===== src/rtl/mem_mc_pkg.sv =====
// Shared constants, channel-ID width helper and read-pipeline stage type for mem_mc_arb.
package mem_mc_pkg;

  localparam int DEF_WIDTH      = 32'sd16;
  localparam int DEF_ADDR_WIDTH = 32'sd4;
  localparam int DEF_NUM_CH     = 32'sd2;
  localparam int DEF_RD_LAT     = 32'sd1;

  // Stage fields are sized for the widest supported configuration; users slice down.
  localparam int MAX_WIDTH = 32'sd64;
  localparam int MAX_CH_W  = 32'sd8;

  function automatic int ch_w(input int num_ch);
    return (num_ch > 32'sd1) ? $clog2(num_ch) : 32'sd1;
  endfunction

  typedef struct packed {
    logic                 valid;
    logic [MAX_CH_W-1:0]  ch;
    logic [MAX_WIDTH-1:0] data;
  } rd_stage_t;

endpackage


===== src/rtl/mem_rr_arbiter.sv =====
// Round-robin arbiter: one-hot grant searched upward from rr_ptr, pointer advances past each winner.
module mem_rr_arbiter
  import mem_mc_pkg::*;
#(
  parameter int NUM_CH = DEF_NUM_CH,
  localparam int CH_W  = ch_w(NUM_CH)
) (
  input  logic              clk_i,
  input  logic              rst_i,
  input  logic [NUM_CH-1:0] valid_i,
  input  logic              hs_i,
  output logic [NUM_CH-1:0] ready_o,
  output logic [CH_W-1:0]   gnt_idx_o
);

  logic [CH_W-1:0] rr_ptr_q;
  logic [CH_W-1:0] rr_ptr_d;
  logic [CH_W:0]   sum_s;
  logic [CH_W-1:0] idx_s;
  logic            found_s;
  logic            hit_s;

  // Rotating-priority search; grants are suppressed while reset is held.
  always_comb begin
    ready_o   = '0;
    gnt_idx_o = '0;
    found_s   = 1'b0;
    sum_s     = '0;
    idx_s     = '0;
    hit_s     = 1'b0;
    for (int k = 0; k < NUM_CH; k++) begin
      sum_s          = {1'b0, rr_ptr_q} + (CH_W+1)'(k);
      sum_s          = (sum_s >= (CH_W+1)'(NUM_CH)) ? sum_s - (CH_W+1)'(NUM_CH) : sum_s;
      idx_s          = sum_s[CH_W-1:0];
      hit_s          = !found_s && valid_i[idx_s] && rst_i;
      ready_o[idx_s] = ready_o[idx_s] | hit_s;
      gnt_idx_o      = hit_s ? idx_s : gnt_idx_o;
      found_s        = found_s | hit_s;
    end
  end

  // Next pointer: one past the winner, wrapping at NUM_CH.
  always_comb begin
    if (hs_i) begin
      rr_ptr_d = (gnt_idx_o == CH_W'(NUM_CH - 1)) ? '0 : gnt_idx_o + CH_W'(1);
    end else begin
      rr_ptr_d = rr_ptr_q;
    end
  end

  // Pointer register.
  always_ff @(posedge clk_i) begin
    if (!rst_i) begin
      rr_ptr_q <= '0;
    end else begin
      rr_ptr_q <= rr_ptr_d;
    end
  end

endmodule


===== src/rtl/mem_mc_arb.sv =====
// Multi-channel round-robin front end to a single-port RAM with tagged, pipelined read responses.
// Optional byte strobes on writes when MEM_WSTRB_EN is defined.
module mem_mc_arb
  import mem_mc_pkg::*;
#(
  parameter int WIDTH      = DEF_WIDTH,
  parameter int ADDR_WIDTH = DEF_ADDR_WIDTH,
  parameter int NUM_CH     = DEF_NUM_CH,
  parameter int RD_LAT     = DEF_RD_LAT,
  localparam int CH_W      = ch_w(NUM_CH),
  localparam int DEPTH     = 2 ** ADDR_WIDTH
) (
  input  logic                         clk_i,
  input  logic                         rst_i,
  input  logic [NUM_CH-1:0]            valid_i,
  input  logic [NUM_CH-1:0]            wr_rd_i,
  input  logic [NUM_CH*ADDR_WIDTH-1:0] addr_i,
  input  logic [NUM_CH*WIDTH-1:0]      wdata_i,
`ifdef MEM_WSTRB_EN
  input  logic [NUM_CH*(WIDTH/8)-1:0]  wstrb_i,
`endif
  output logic [NUM_CH-1:0]            ready_o,
  output logic [WIDTH-1:0]             rdata_o,
  output logic                         rvalid_o,
  output logic [CH_W-1:0]              rch_o
);

  logic [NUM_CH-1:0]     ready_s;
  logic [CH_W-1:0]       gnt_idx_s;
  logic                  hs_s;
  logic                  wr_s;
  logic                  wr_en_s;
  logic                  rd_en_s;
  logic [ADDR_WIDTH-1:0] addr_s;
  logic [WIDTH-1:0]      wdata_s;
  logic [WIDTH-1:0]      wmask_s;
  logic [WIDTH-1:0]      mem_q [DEPTH];
  rd_stage_t             pipe_q [RD_LAT];
  logic                  unused_s;

  mem_rr_arbiter #(.NUM_CH(NUM_CH)) u_arb (
    .clk_i     (clk_i),
    .rst_i     (rst_i),
    .valid_i   (valid_i),
    .hs_i      (hs_s),
    .ready_o   (ready_s),
    .gnt_idx_o (gnt_idx_s)
  );

  assign ready_o = ready_s;
  assign hs_s    = |(valid_i & ready_s);
  assign wr_en_s = hs_s & wr_s;
  assign rd_en_s = hs_s & ~wr_s;

  // Select the granted channel's request; ready is one-hot so OR-merging is exact.
  always_comb begin
    wr_s    = 1'b0;
    addr_s  = '0;
    wdata_s = '0;
    for (int c = 0; c < NUM_CH; c++) begin
      wr_s    = wr_s | (wr_rd_i[c] & ready_s[c]);
      addr_s  = addr_s | (addr_i[c*ADDR_WIDTH +: ADDR_WIDTH] & {ADDR_WIDTH{ready_s[c]}});
      wdata_s = wdata_s | (wdata_i[c*WIDTH +: WIDTH] & {WIDTH{ready_s[c]}});
    end
  end

`ifdef MEM_WSTRB_EN
  localparam int NB = WIDTH / 8;
  logic [NB-1:0] strb_s;

  // Granted channel's byte strobes expanded to a bit mask.
  always_comb begin
    strb_s  = '0;
    wmask_s = '0;
    for (int c = 0; c < NUM_CH; c++) begin
      strb_s = strb_s | (wstrb_i[c*NB +: NB] & {NB{ready_s[c]}});
    end
    for (int b = 0; b < NB; b++) begin
      wmask_s[b*8 +: 8] = {8{strb_s[b]}};
    end
  end
`else
  assign wmask_s = '1;
`endif

  // RAM array, cleared by reset.
  always_ff @(posedge clk_i) begin
    if (!rst_i) begin
      for (int i = 0; i < DEPTH; i++) begin
        mem_q[i] <= '0;
      end
    end else if (wr_en_s) begin
      mem_q[addr_s] <= (mem_q[addr_s] & ~wmask_s) | (wdata_s & wmask_s);
    end
  end

  // Read pipeline; payload only moves with a valid entry so the outputs hold when idle.
  always_ff @(posedge clk_i) begin
    if (!rst_i) begin
      for (int i = 0; i < RD_LAT; i++) begin
        pipe_q[i] <= '0;
      end
    end else begin
      pipe_q[0].valid <= rd_en_s;
      if (rd_en_s) begin
        pipe_q[0].ch   <= MAX_CH_W'(gnt_idx_s);
        pipe_q[0].data <= MAX_WIDTH'(mem_q[addr_s]);
      end
      for (int i = 1; i < RD_LAT; i++) begin
        pipe_q[i].valid <= pipe_q[i-1].valid;
        if (pipe_q[i-1].valid) begin
          pipe_q[i].ch   <= pipe_q[i-1].ch;
          pipe_q[i].data <= pipe_q[i-1].data;
        end
      end
    end
  end

  assign rvalid_o = pipe_q[RD_LAT-1].valid;
  assign rch_o    = pipe_q[RD_LAT-1].ch[CH_W-1:0];
  assign rdata_o  = pipe_q[RD_LAT-1].data[WIDTH-1:0];
  assign unused_s = ^pipe_q[RD_LAT-1];

endmodule


===== config.mk =====
export PLATFORM = sky130hd
export DESIGN_NAME = mem_mc_arb
export DESIGN_NICKNAME = d
export VERILOG_FILES = /design/src/rtl/mem_mc_pkg.sv /design/src/rtl/mem_rr_arbiter.sv /design/src/rtl/mem_mc_arb.sv
export SDC_FILE = /design/constraint.sdc
export NUM_CORES = 1
export LEC_CHECK = 0
export CORE_ASPECT_RATIO = 0.6
export CORE_UTILIZATION = 40
export DETAILED_ROUTE_END_ITERATION = 6
export PLACE_DENSITY = 0.66
export RECOVER_POWER = 50
export SLEW_MARGIN = 0
export SYNTH_ARGS = -nofsm -noshare
export SYNTH_HDL_FRONTEND = slang
export SYNTH_SLANG_ARGS = --single-unit

===== constraint.sdc =====
create_clock -name clk_i -period 4.4 [get_ports clk_i]
set_input_delay 0.66 -clock clk_i [delete_from_list [all_inputs] [get_ports clk_i]]
set_output_delay 0.66 -clock clk_i [all_outputs]
set_load 0.03 [all_outputs]

==> impl_metrics.yaml, run 1 <==
clock_tree:
  ctsResizeCount: 0
  cts.sinks: 275
  path_clk_slew_ns: 0.06
  clock_path_buffers: 3
  hold_buffers: 0
  cts_buffers: 25
  cts_tree: "built"
  cts.htree.levels: 1
  clock_latency_ns: 0.54
  clockRootBuffer: "clkbuf_16"
  post-cts-setup-buffers: 0
power:
  p_sw_frac: 0.2412
  internal_power_mw: 4.480
  comb_power_share: 0.107
  p_leak_nw: 5.028
  report.power.total_mw: 5.904
  clkPwrFrac: 0.378
  power_density_mw_per_mm2: 407.8
  power.net_switching_mw: 1.424
  seqPwrFrac: 0.515
  ir_drop_mv: 0.2247
floorplan:
  row_count: 49
  die_area_mm2: 0.03205
  fp.dieH_um: 139.1
  io-pin-count: 66
  start_util: 0.4127
  die_x_um: 230.4
  core_mm2: 0.03035
detailed_routing:
  drt_pass1_iterations: 5
  drc: 0
  highest_layer: "met4"
  met2WireLength_um: 15660
  wl_um: 36490
  wl_met1_um: 16190
  avgRoutedWirePerCell_um: 24.03
  vias_per_cell: 5.831
  antenna_left: 0
  drtIter0Drc: 1209
  routed-via-count: 8852
  dr_wl_met3_um: 3802
timing:
  fin_skew_ns: 0.01803
  drv_slew: 0
  period_share: 0.8672
  maxSlewHeadroom: 0.2361
  fmax_ghz: 0.2621
  fin_setup_tns_ns: 0
  finalHoldViolations: 0
  finalSetupViolCount: 0
  fin_crit_ns: 3.816
  rsz0062_at_grt: "no"
  worst_slew_pin_slew_ns: 1.146
min_path:
  holdCritPathClass: "reg2reg"
critical_path:
  critPathArrivalTime_ns: 4.19
  cpMostUsedCell: "buf_4"
  path_class: "in2reg"
  startpoint: "valid_i[0]"
  worstReg2RegEnd: "mem_q[4][8]$_SDFFCE_PN0P_"
  reg2reg_from: "u_arb.rr_ptr_q$_SDFFE_PN0P_"
  crit_end: "mem_q[4][8]$_SDFFCE_PN0P_"
  path_cells: "dlygate4sd3_1 -> nand2b_1 -> a32o_1 -> buf_4 -> buf_4 -> nor4_1 -> nand2_2 -> clkbuf_1 -> nor2_1"
  cpMaxStageDelayCell: "nor4_1"
  max_stage_delay_ns: 0.83
  cp.required_ns: 4.77
  cp_max_fo: 20
  crit_path_end_kind: "flip-flop"
  regToRegSetupSlack_ns: 0.96
  reg2reg_depth: 8
  startpoint_type: "primary input"
logic_synthesis:
  netlist_area_mm2: 0.01252
  synth-seq-cells: 275
  synth_cell_types: 50
  synth.avg_cell_area_um2: 12.38
  synth_edf_count: 273
  yosys_warnings: 0
  synthCells: 1012
  synth_seq_area_share: 0.6577
  ys.flop_type: "edfxtp_1"
  syn-num-nets: 1058
  synthArstFlopShare: 0
final_layout:
  final_common_cell: "edfxtp_1"
  nNetsFinal: 1137
  final_cell_mix: "273 x edfxtp_1, 263 x nor2_1, 76 x nand2_1"
  area_delta_synth_final_pct: 15.60
  fin_cells: 1518
  fin_util: 0.4771
  fill_cells: 2744
  drive_gt1_frac: 0.1136
status:
  status: "completed"
placement:
  port_buffers: 65
  place.gp.congestion: 0.9131
  dpl.cell_count: 1472
  hpwl_um: 25840
grt:
  grt_antenna_before_repair: 1
  overflow: 0
  grt_pass1_vias: 8473
  grt_pass1_wl_um: 54420
  grt_use_total: 0.2284
  grt_max_degree: 58
job:
  cap_violations: 0
[critical path, delay by kind of cell]
family                 cells  cell delay, ns
AND/OR/NAND/NOR            4            1.51
AO/OA/AOI/OAI              1            0.37
buffers and inverters      4            1.63
[worst min path at each step]
stage	endpoint	depth (start not counted)	slack, ns	startpoint
after detailed placement	u_arb.rr_ptr_q$_SDFFE_PN0P_	2	0.53	u_arb.rr_ptr_q$_SDFFE_PN0P_
after CTS	u_arb.rr_ptr_q$_SDFFE_PN0P_	2	0.54	u_arb.rr_ptr_q$_SDFFE_PN0P_
after floorplan	u_arb.rr_ptr_q$_SDFFE_PN0P_	2	0.49	u_arb.rr_ptr_q$_SDFFE_PN0P_
final	u_arb.rr_ptr_q$_SDFFE_PN0P_	2	0.56	u_arb.rr_ptr_q$_SDFFE_PN0P_
after global routing	u_arb.rr_ptr_q$_SDFFE_PN0P_	2	0.58	u_arb.rr_ptr_q$_SDFFE_PN0P_
after global placement	u_arb.rr_ptr_q$_SDFFE_PN0P_	2	0.51	u_arb.rr_ptr_q$_SDFFE_PN0P_
[per-layer routing]
layer  up-vias  track usage
met4         0      0.05263
met5         -            0
met3        57      0.04749
met2       501       0.3326
li1       3901            -
met1      4393       0.3476
[synth_stat cells (8+ instances only)]
| library cell | n | area, um^2 |
|---|---|---|
| and3_1 | 42 | 262.8 |
| buf_6 | 8 | 90.09 |
| mux2_2 | 8 | 90.09 |
| nor2_1 | 262 | 983.4 |
| nand2_2 | 16 | 100.1 |
| nand2_1 | 70 | 262.8 |
| a21oi_1 | 22 | 110.1 |
| a211oi_1 | 33 | 247.7 |
| clkbuf_1 | 25 | 93.84 |
| buf_2 | 41 | 205.2 |
| a22oi_1 | 16 | 120.1 |
| o221ai_1 | 9 | 78.83 |
| buf_4 | 13 | 97.59 |
| a221oi_1 | 15 | 131.4 |
| o21ai_0 | 21 | 105.1 |
| mux2i_1 | 37 | 370.4 |
| edfxtp_1 | 273 | 8198 |
[registers in the layout, indices dropped and copies added (netlist names)]
signal / cells
mem_q: 256
pipe_q: 18
u_arb.rr_ptr_q: 1
[layout make-up]
class,instances,area (um^2),share of cell area
Antenna cell,1,2.502,0.0001728
Clock buffer,35,693.2,0.04787
Clock inverter,10,125.1,0.008642
Inverter,4,15.01,0.001037
Multi-Input combinational cell,644,3701,0.2556
Sequential cell,275,8238,0.5690
Tap cell,408,510.5,0.03526
Timing Repair Buffer,141,1194,0.08244
[logic make-up (layout without fill, tap and decap cells)]
family,after synthesis,after routing,share of synthesized area
compound gates,173,173,0.1092
flops,275,275,0.6577
other cells,0,1,0
mux,51,51,0.04486
simple gates,420,420,0.1475
buf+inv,93,190,0.04076
[stage by stage]
stage          setup WS (ns)  instance area, um^2  hold slack (ns)
5_1_grt               0.4866                14480           0.5783
4_1_cts                1.058                14610           0.5426
2_1_floorplan          1.667                12520           0.4918
6_report              0.5843                14480           0.5642
3_3_place_gp          0.7096                13790           0.5100
3_5_place_dp          0.6922                13790           0.5297
[power by group through the flow]
stage                     logic, mW  registers [mW]  clock network (mW)
after global routing          0.668            3.05                2.35
final                         0.633            3.04                2.23
after detailed placement      0.640            3.10                   0
after CTS                     0.643            3.04                2.25
after global placement        0.634            3.10                   0
after floorplan               0.336            3.11                   0
No activity file was read; power rests on OpenSTA's default activity.
==> run 2: changes to the inputs <==
- REMOVE_ABC_BUFFERS: unset -> 1
- SYNTH_HIERARCHICAL: unset -> 1
==> run 2 against run 1 <==
  * Sequential share of layout area is 0.35 points higher
  * Wire length is 0.78% lower
  * Clock skew is 0.0022 ns higher
  * Critical endpoint is now mem_q[4][6]$_SDFFCE_PN0P_
  * Synthesized area is 1.3% lower
  * Fmax is 2.9% higher
  * Design area is 0.61% lower
  * Synthesized cell count is 9.5% higher
==> impl_metrics.yaml, run 2 <==
power:
  power_density_mw_per_mm2: 404.9
  ir_drop_mv: 0.3095
  p_leak_nw: 5.043
  report.power.total_mw: 5.827
logic_synthesis:
  synthTopCellsByArea: "edfxtp_1 66%, nor2_1 7.8%, nand2_1 6.2%, nand3_1 3.8%, mux2i_1 3.6%"
  yosysTopAreaCell: "edfxtp_1"
  synth-seq-cells: 275
  synth_cell_types: 36
  ys.flop_type: "edfxtp_1"
  synth_edf_count: 273
  synth.avg_cell_area_um2: 11.16
  synth_top_cell_area_share: 0.6632
  synthCells: 1108
  synthArstFlopShare: 0
  yosys_warnings: 6
  yosys-top-cells-count: "273 x edfxtp_1, 257 x nor2_1, 204 x nand2_1, 94 x nand3_1, 46 x a21oi_1"
  synth_seq_area_share: 0.6665
  yosysMostFrequentCell: "edfxtp_1"
  netlist_area_mm2: 0.01236
critical_path:
  reg2reg_from: "u_arb/rr_ptr_q$_SDFFE_PN0P_"
  cp_max_fo: 38
  startpoint: "valid_i[0]"
  cp.required_ns: 4.65
  startpoint_type: "primary input"
  worstReg2RegEnd: "mem_q[4][6]$_SDFFCE_PN0P_"
  regToRegSetupSlack_ns: 1.03
  critPathArrivalTime_ns: 3.96
  crit_path_end_kind: "flip-flop"
  crit_end: "mem_q[4][6]$_SDFFCE_PN0P_"
  reg2reg_depth: 7
  path_class: "in2reg"
timing:
  maxSlewHeadroom: 0.2275
  fin_skew_ns: 0.02019
  worst_slew_pin_slew_ns: 1.159
  fin_setup_tns_ns: 0
  layout_setup_ws_ns: 0.6927
  fmax_ghz: 0.2697
  drv_slew: 0
  fin_crit_ns: 3.707
  finalSetupViolCount: 0
  period_share: 0.8426
  rsz0062_at_grt: "no"
  finalHoldViolations: 0
final_layout:
  regMostFlops: "mem_q"
  largest_register_ffs: 256
  stdcell_area_mm2: 0.01439
  top_regs: "mem_q x256, pipe_q x18, u_arb/rr_ptr_q x1"
  final_common_cell: "edfxtp_1"
  fin_util: 0.4771
  area_delta_synth_final_pct: 16.43
  final_cell_mix: "273 x edfxtp_1, 258 x nor2_1, 205 x nand2_1"
  nNetsFinal: 1221
  drive_gt1_frac: 0.08725
detailed_routing:
  drt_pass1_iterations: 5
  drc: 0
  vias_per_cell: 5.617
  avgRoutedWirePerCell_um: 22.61
  wl_um: 36200
  drtIter0Drc: 1130
  antenna_left: 0
  routed-via-count: 8993
clock_tree:
  post-cts-setup-buffers: 0
  clockRootBuffer: "clkbuf_16"
  path_clk_slew_ns: 0.07
  cts.sinks: 275
  hold_buffers: 0
  ctsResizeCount: 0
  cts.htree.levels: 1
  cts_buffers: 26
  clock_path_buffers: 3
  cts_tree: "built"
  clock_latency_ns: 0.56
floorplan:
  row_count: 49
  io-pin-count: 66
  fp.dieH_um: 138.2
  core_mm2: 0.03016
  start_util: 0.4098
  die_x_um: 228.9
  die_area_mm2: 0.03163
placement:
  port_buffers: 65
  placed_area_mm2: 0.01366
  place.gp.congestion: 0.8626
  hpwl_um: 23210
  place_ws_ns: 0.5636
grt:
  grt_antenna_before_repair: 1
  grt_max_degree: 91
  grt_pass1_vias: 8583
  grt_use_total: 0.2300
  overflow: 0
  grt_pass1_wl_um: 54390
min_path:
  holdCritPathClass: "reg2reg"
status:
  status: "completed"
job:
  cap_violations: 0
run 2: cell types whose count changed after synthesis, sizes merged, moves of 9 or more:
cell,delta
buf,-16
clkbuf,+10
nor4,+13
nand2,+119
and3,-40
a221oi,-16
o221ai,-9
mux2,-11
nand3,+100
a211oi,-33
a21oi,+24
run 2: logic make-up (layout without fill, tap and decap cells):
kind of cell,after synthesis,count (layout),share of synthesized area
AND/OR/NAND/NOR,599,599,0.2082
other,0,1,0
flip-flops,275,275,0.6665
multiplexers,49,49,0.04373
AO/OA/AOI/OAI,101,101,0.05213
buffers and inverters,84,168,0.02946
run 2: worst min-delay path by stage:
stage                                     start                          end  cells after the start
finish              u_arb/rr_ptr_q$_SDFFE_PN0P_  u_arb/rr_ptr_q$_SDFFE_PN0P_                      2
detailed placement  u_arb/rr_ptr_q$_SDFFE_PN0P_  u_arb/rr_ptr_q$_SDFFE_PN0P_                      2
global placement    u_arb/rr_ptr_q$_SDFFE_PN0P_  u_arb/rr_ptr_q$_SDFFE_PN0P_                      2
CTS                 u_arb/rr_ptr_q$_SDFFE_PN0P_  u_arb/rr_ptr_q$_SDFFE_PN0P_                      2
floorplan           u_arb/rr_ptr_q$_SDFFE_PN0P_  u_arb/rr_ptr_q$_SDFFE_PN0P_                      2
global route        u_arb/rr_ptr_q$_SDFFE_PN0P_  u_arb/rr_ptr_q$_SDFFE_PN0P_                      2
run 2: power breakdown:
part           leakage (nW)  total (mW)  internal [mW]  switching [mW]
Clock                 0.409        2.25           1.26           0.994
Combinational          1.77       0.581          0.179           0.402
Sequential             2.86        2.99           2.96          0.0314
Total                  5.04        5.83           4.40            1.43
run 2: per-stage QoR:
| stage | hold slack [ns] | cells |
|---|---|---|
| after floorplan | 0.5257 | 1025 |
| after global placement | 0.5867 | 1555 |
| after detailed placement | 0.5745 | 1555 |
| after CTS | 0.5764 | 1600 |
| after global routing | 0.6069 | 1600 |
| final | 0.5845 | 1601 |
run 2: worst max-delay path, cell delays in order:
cell           delay [ns]
dlygate4sd3_1        0.61
nand2b_2             0.11
and3_1               0.44
a22o_2               0.94
nor2_4               0.15
nand3_2              0.14
clkbuf_1             0.76
nor2_1               0.13
run 2: routing by layer:
layer	routed length, um	global-route usage	vias to the layer above
li1	-	-	4025
met1	15940	0.3532	4370
met2	14870	0.3158	546
met3	4686	0.07158	52
met4	709	0.04947	0
met5	0	0	-
run 2: layout make-up:
class | count | area [um^2]
clock buffer | 29 | 661.9
tap | 408 | 510.5
clock inverter | 16 | 165.2
multi-input combinational | 749 | 3730
antenna | 1 | 2.502
sequential | 275 | 8238
timing repair buffer | 122 | 1080
fill | 2747 | 15770
inverter | 1 | 3.754
==> run 3: changes to the inputs <==
- PLACE_DENSITY: 0.66 -> 0.68
- clock period: 4.4 -> 3.4 ns (I/O delays scaled with it)
==> run 3 against run 2 <==
  * Wire length decreased by 2.1%
  * Largest power group unchanged
  * Clock skew increased by 0.0017 ns
  * Core utilization increased by 1.3 points
  * Global-route usage down 0.48 points
  * Cell count is 2.0% higher
  * Via count up 1.9%
  * Critical endpoint is now mem_q[13][11]$_SDFFCE_PN0P_
  * Non-clock buffer count grew 31
  * Combinational power grew 37%
  * Worst hold slack worse by 0.017 ns
==> impl_metrics.yaml, run 3 (synthesis results as in run 2) <==
floorplan:
  row_count: 49
  die_area_mm2: 0.03163
  io-pin-count: 66
  start_util: 0.4098
  die_x_um: 228.9
  core_mm2: 0.03016
  fp.dieH_um: 138.2
timing:
  fmax_ghz: 0.3282
  fin_skew_ns: 0.02187
  holdWs_ns: 0.5672
  finalHoldViolations: 0
  maxSlewHeadroom: 0.1842
  layout_setup_ws_ns: 0.3527
  fin_setup_tns_ns: 0
  finalSetupViolCount: 0
  fin_crit_ns: 3.047
  period_share: 0.8963
  worst_slew_pin_slew_ns: 1.224
  rsz0062_at_grt: "no"
  drv_slew: 0
placement:
  place.gp.congestion: 0.8646
  dpl.cell_count: 1586
  port_buffers: 65
  place_ws_ns: -0.04951
  hpwl_um: 23960
critical_path:
  critPathArrivalTime_ns: 3.28
  path_class: "in2reg"
  max_stage_delay_ns: 0.63
  reg2reg_from: "u_arb/rr_ptr_q$_SDFFE_PN0P_"
  startpoint: "valid_i[0]"
  reg2reg_depth: 9
  cp.required_ns: 3.63
  cp_top_family: "simple AND/OR/NAND/NOR gates"
  worstReg2RegEnd: "pipe_q[0][9]$_DFFE_PP_"
  cpMostUsedCell: "nand2_1"
  cpMaxStageDelayCell: "dlygate4sd3_1"
  crit_path_end_kind: "flip-flop"
  cp.buffers_inverters: 2
  cp_max_fo: 11
  regToRegSetupSlack_ns: 0.61
  startpoint_type: "primary input"
  path_cells: "dlygate4sd3_1 -> nand2_1 -> a21oi_1 -> a22o_1 -> nand2_1 -> nor2_1 -> nand3_1 -> nand2_1 -> buf_4"
detailed_routing:
  drtIter0Drc: 1120
  vias_per_cell: 5.609
  drt_pass1_iterations: 5
  routed-via-count: 9160
  avgRoutedWirePerCell_um: 21.71
  antenna_left: 0
  wl_um: 35460
  drc: 0
final_layout:
  fin_cells: 1633
  regMostFlops: "mem_q"
  fill_cells: 2710
  top_regs: "mem_q x256, pipe_q x18, u_arb/rr_ptr_q x1"
  area_delta_synth_final_pct: 19.51
  final_cell_mix: "273 x edfxtp_1, 258 x nor2_1, 205 x nand2_1"
  final_common_cell: "edfxtp_1"
  nNetsFinal: 1251
  drive_gt1_frac: 0.1153
  largest_register_ffs: 256
clock_tree:
  clock_latency_ns: 0.56
  cts.htree.levels: 1
  path_clk_slew_ns: 0.06
  ctsResizeCount: 0
  cts.sinks: 275
  clock_path_buffers: 3
  cts_buffers: 25
  cts_tree: "built"
  hold_buffers: 0
  clockRootBuffer: "clkbuf_16"
  post-cts-setup-buffers: 0
grt:
  overflow: 0
  grt_max_degree: 52
  grt_pass1_wl_um: 53270
  grt_use_total: 0.2252
  grt_pass1_vias: 8792
  grt_antenna_before_repair: 2
min_path:
  holdPathEnd: "u_arb/rr_ptr_q$_SDFFE_PN0P_"
  min_from: "u_arb/rr_ptr_q$_SDFFE_PN0P_"
  hold_depth: 2
  holdCritPathClass: "reg2reg"
job:
  cap_violations: 0
power:
  power_density_mw_per_mm2: 505.9
  report.power.total_mw: 7.473
  p_leak_nw: 5.262
  ir_drop_mv: 0.3680
status:
  status: "completed"
## run 3: cell count changes in the layout (fill, tap and decap cells not counted), sizes merged
cell | before | now
inv | 1 | 2
clkbuf | 42 | 47
buf | 44 | 80
diode | 1 | 2
clkdlybuf4s50 | 46 | 44
clkinv | 12 | 4
bufinv | 3 | 2
## run 3: metrics by stage
| stage | util | cell area [um^2] |
|---|---|---|
| after floorplan | - | 12000 |
| after global placement | 0.4682 | 14120 |
| after detailed placement | 0.4682 | 14120 |
| after CTS | 0.4942 | 14910 |
| after global routing | 0.4895 | 14770 |
| final | 0.4897 | 14770 |
## run 3: tightest hold or removal path, cell delays in order (launching register included)
cell,delay [ns]
dfxtp_1,0.32
o21ai_0,0.16
a31oi_1,0.05
## run 3: where the power goes
part | internal [mW] | switching (mW)
clock network | 1.56 | 1.25
logic | 0.278 | 0.516
registers | 3.83 | 0.0383
total | 5.67 | 1.80
## run 3: worst max-delay path by stage
stage / slack [ns] / depth (start not counted) / to
floorplan: -2.87 / 6 / mem_q[13][0]$_SDFFCE_PN0P_
global placement: 0.06 / 10 / pipe_q[0][9]$_DFFE_PP_
detailed placement: -0.05 / 10 / pipe_q[0][9]$_DFFE_PP_
CTS: 0.52 / 10 / pipe_q[0][9]$_DFFE_PP_
global route: 0.16 / 9 / mem_q[13][11]$_SDFFCE_PN0P_
finish: 0.35 / 9 / mem_q[13][11]$_SDFFCE_PN0P_
## run 3: routing by layer
layer  global-route usage  part of all wire  up-vias
met5                    0                 0        -
met4              0.04982             0.021        0
met3              0.06477              0.12       60
met2               0.3132              0.41      528
met1               0.3454              0.45     4482
li1                     -                 -     4090
## run 3: final cells by class
type	instances	area, um^2	share of cell area
diodes	2	5.005	0.0003388
clock buffers	37	690.7	0.04676
clock inverters	8	93.84	0.006353
inverters	1	3.754	0.0002541
multi-input cells	749	3714	0.2514
flip-flops and latches	275	8238	0.5577
well taps	408	510.5	0.03456
repair buffers	153	1516	0.1027
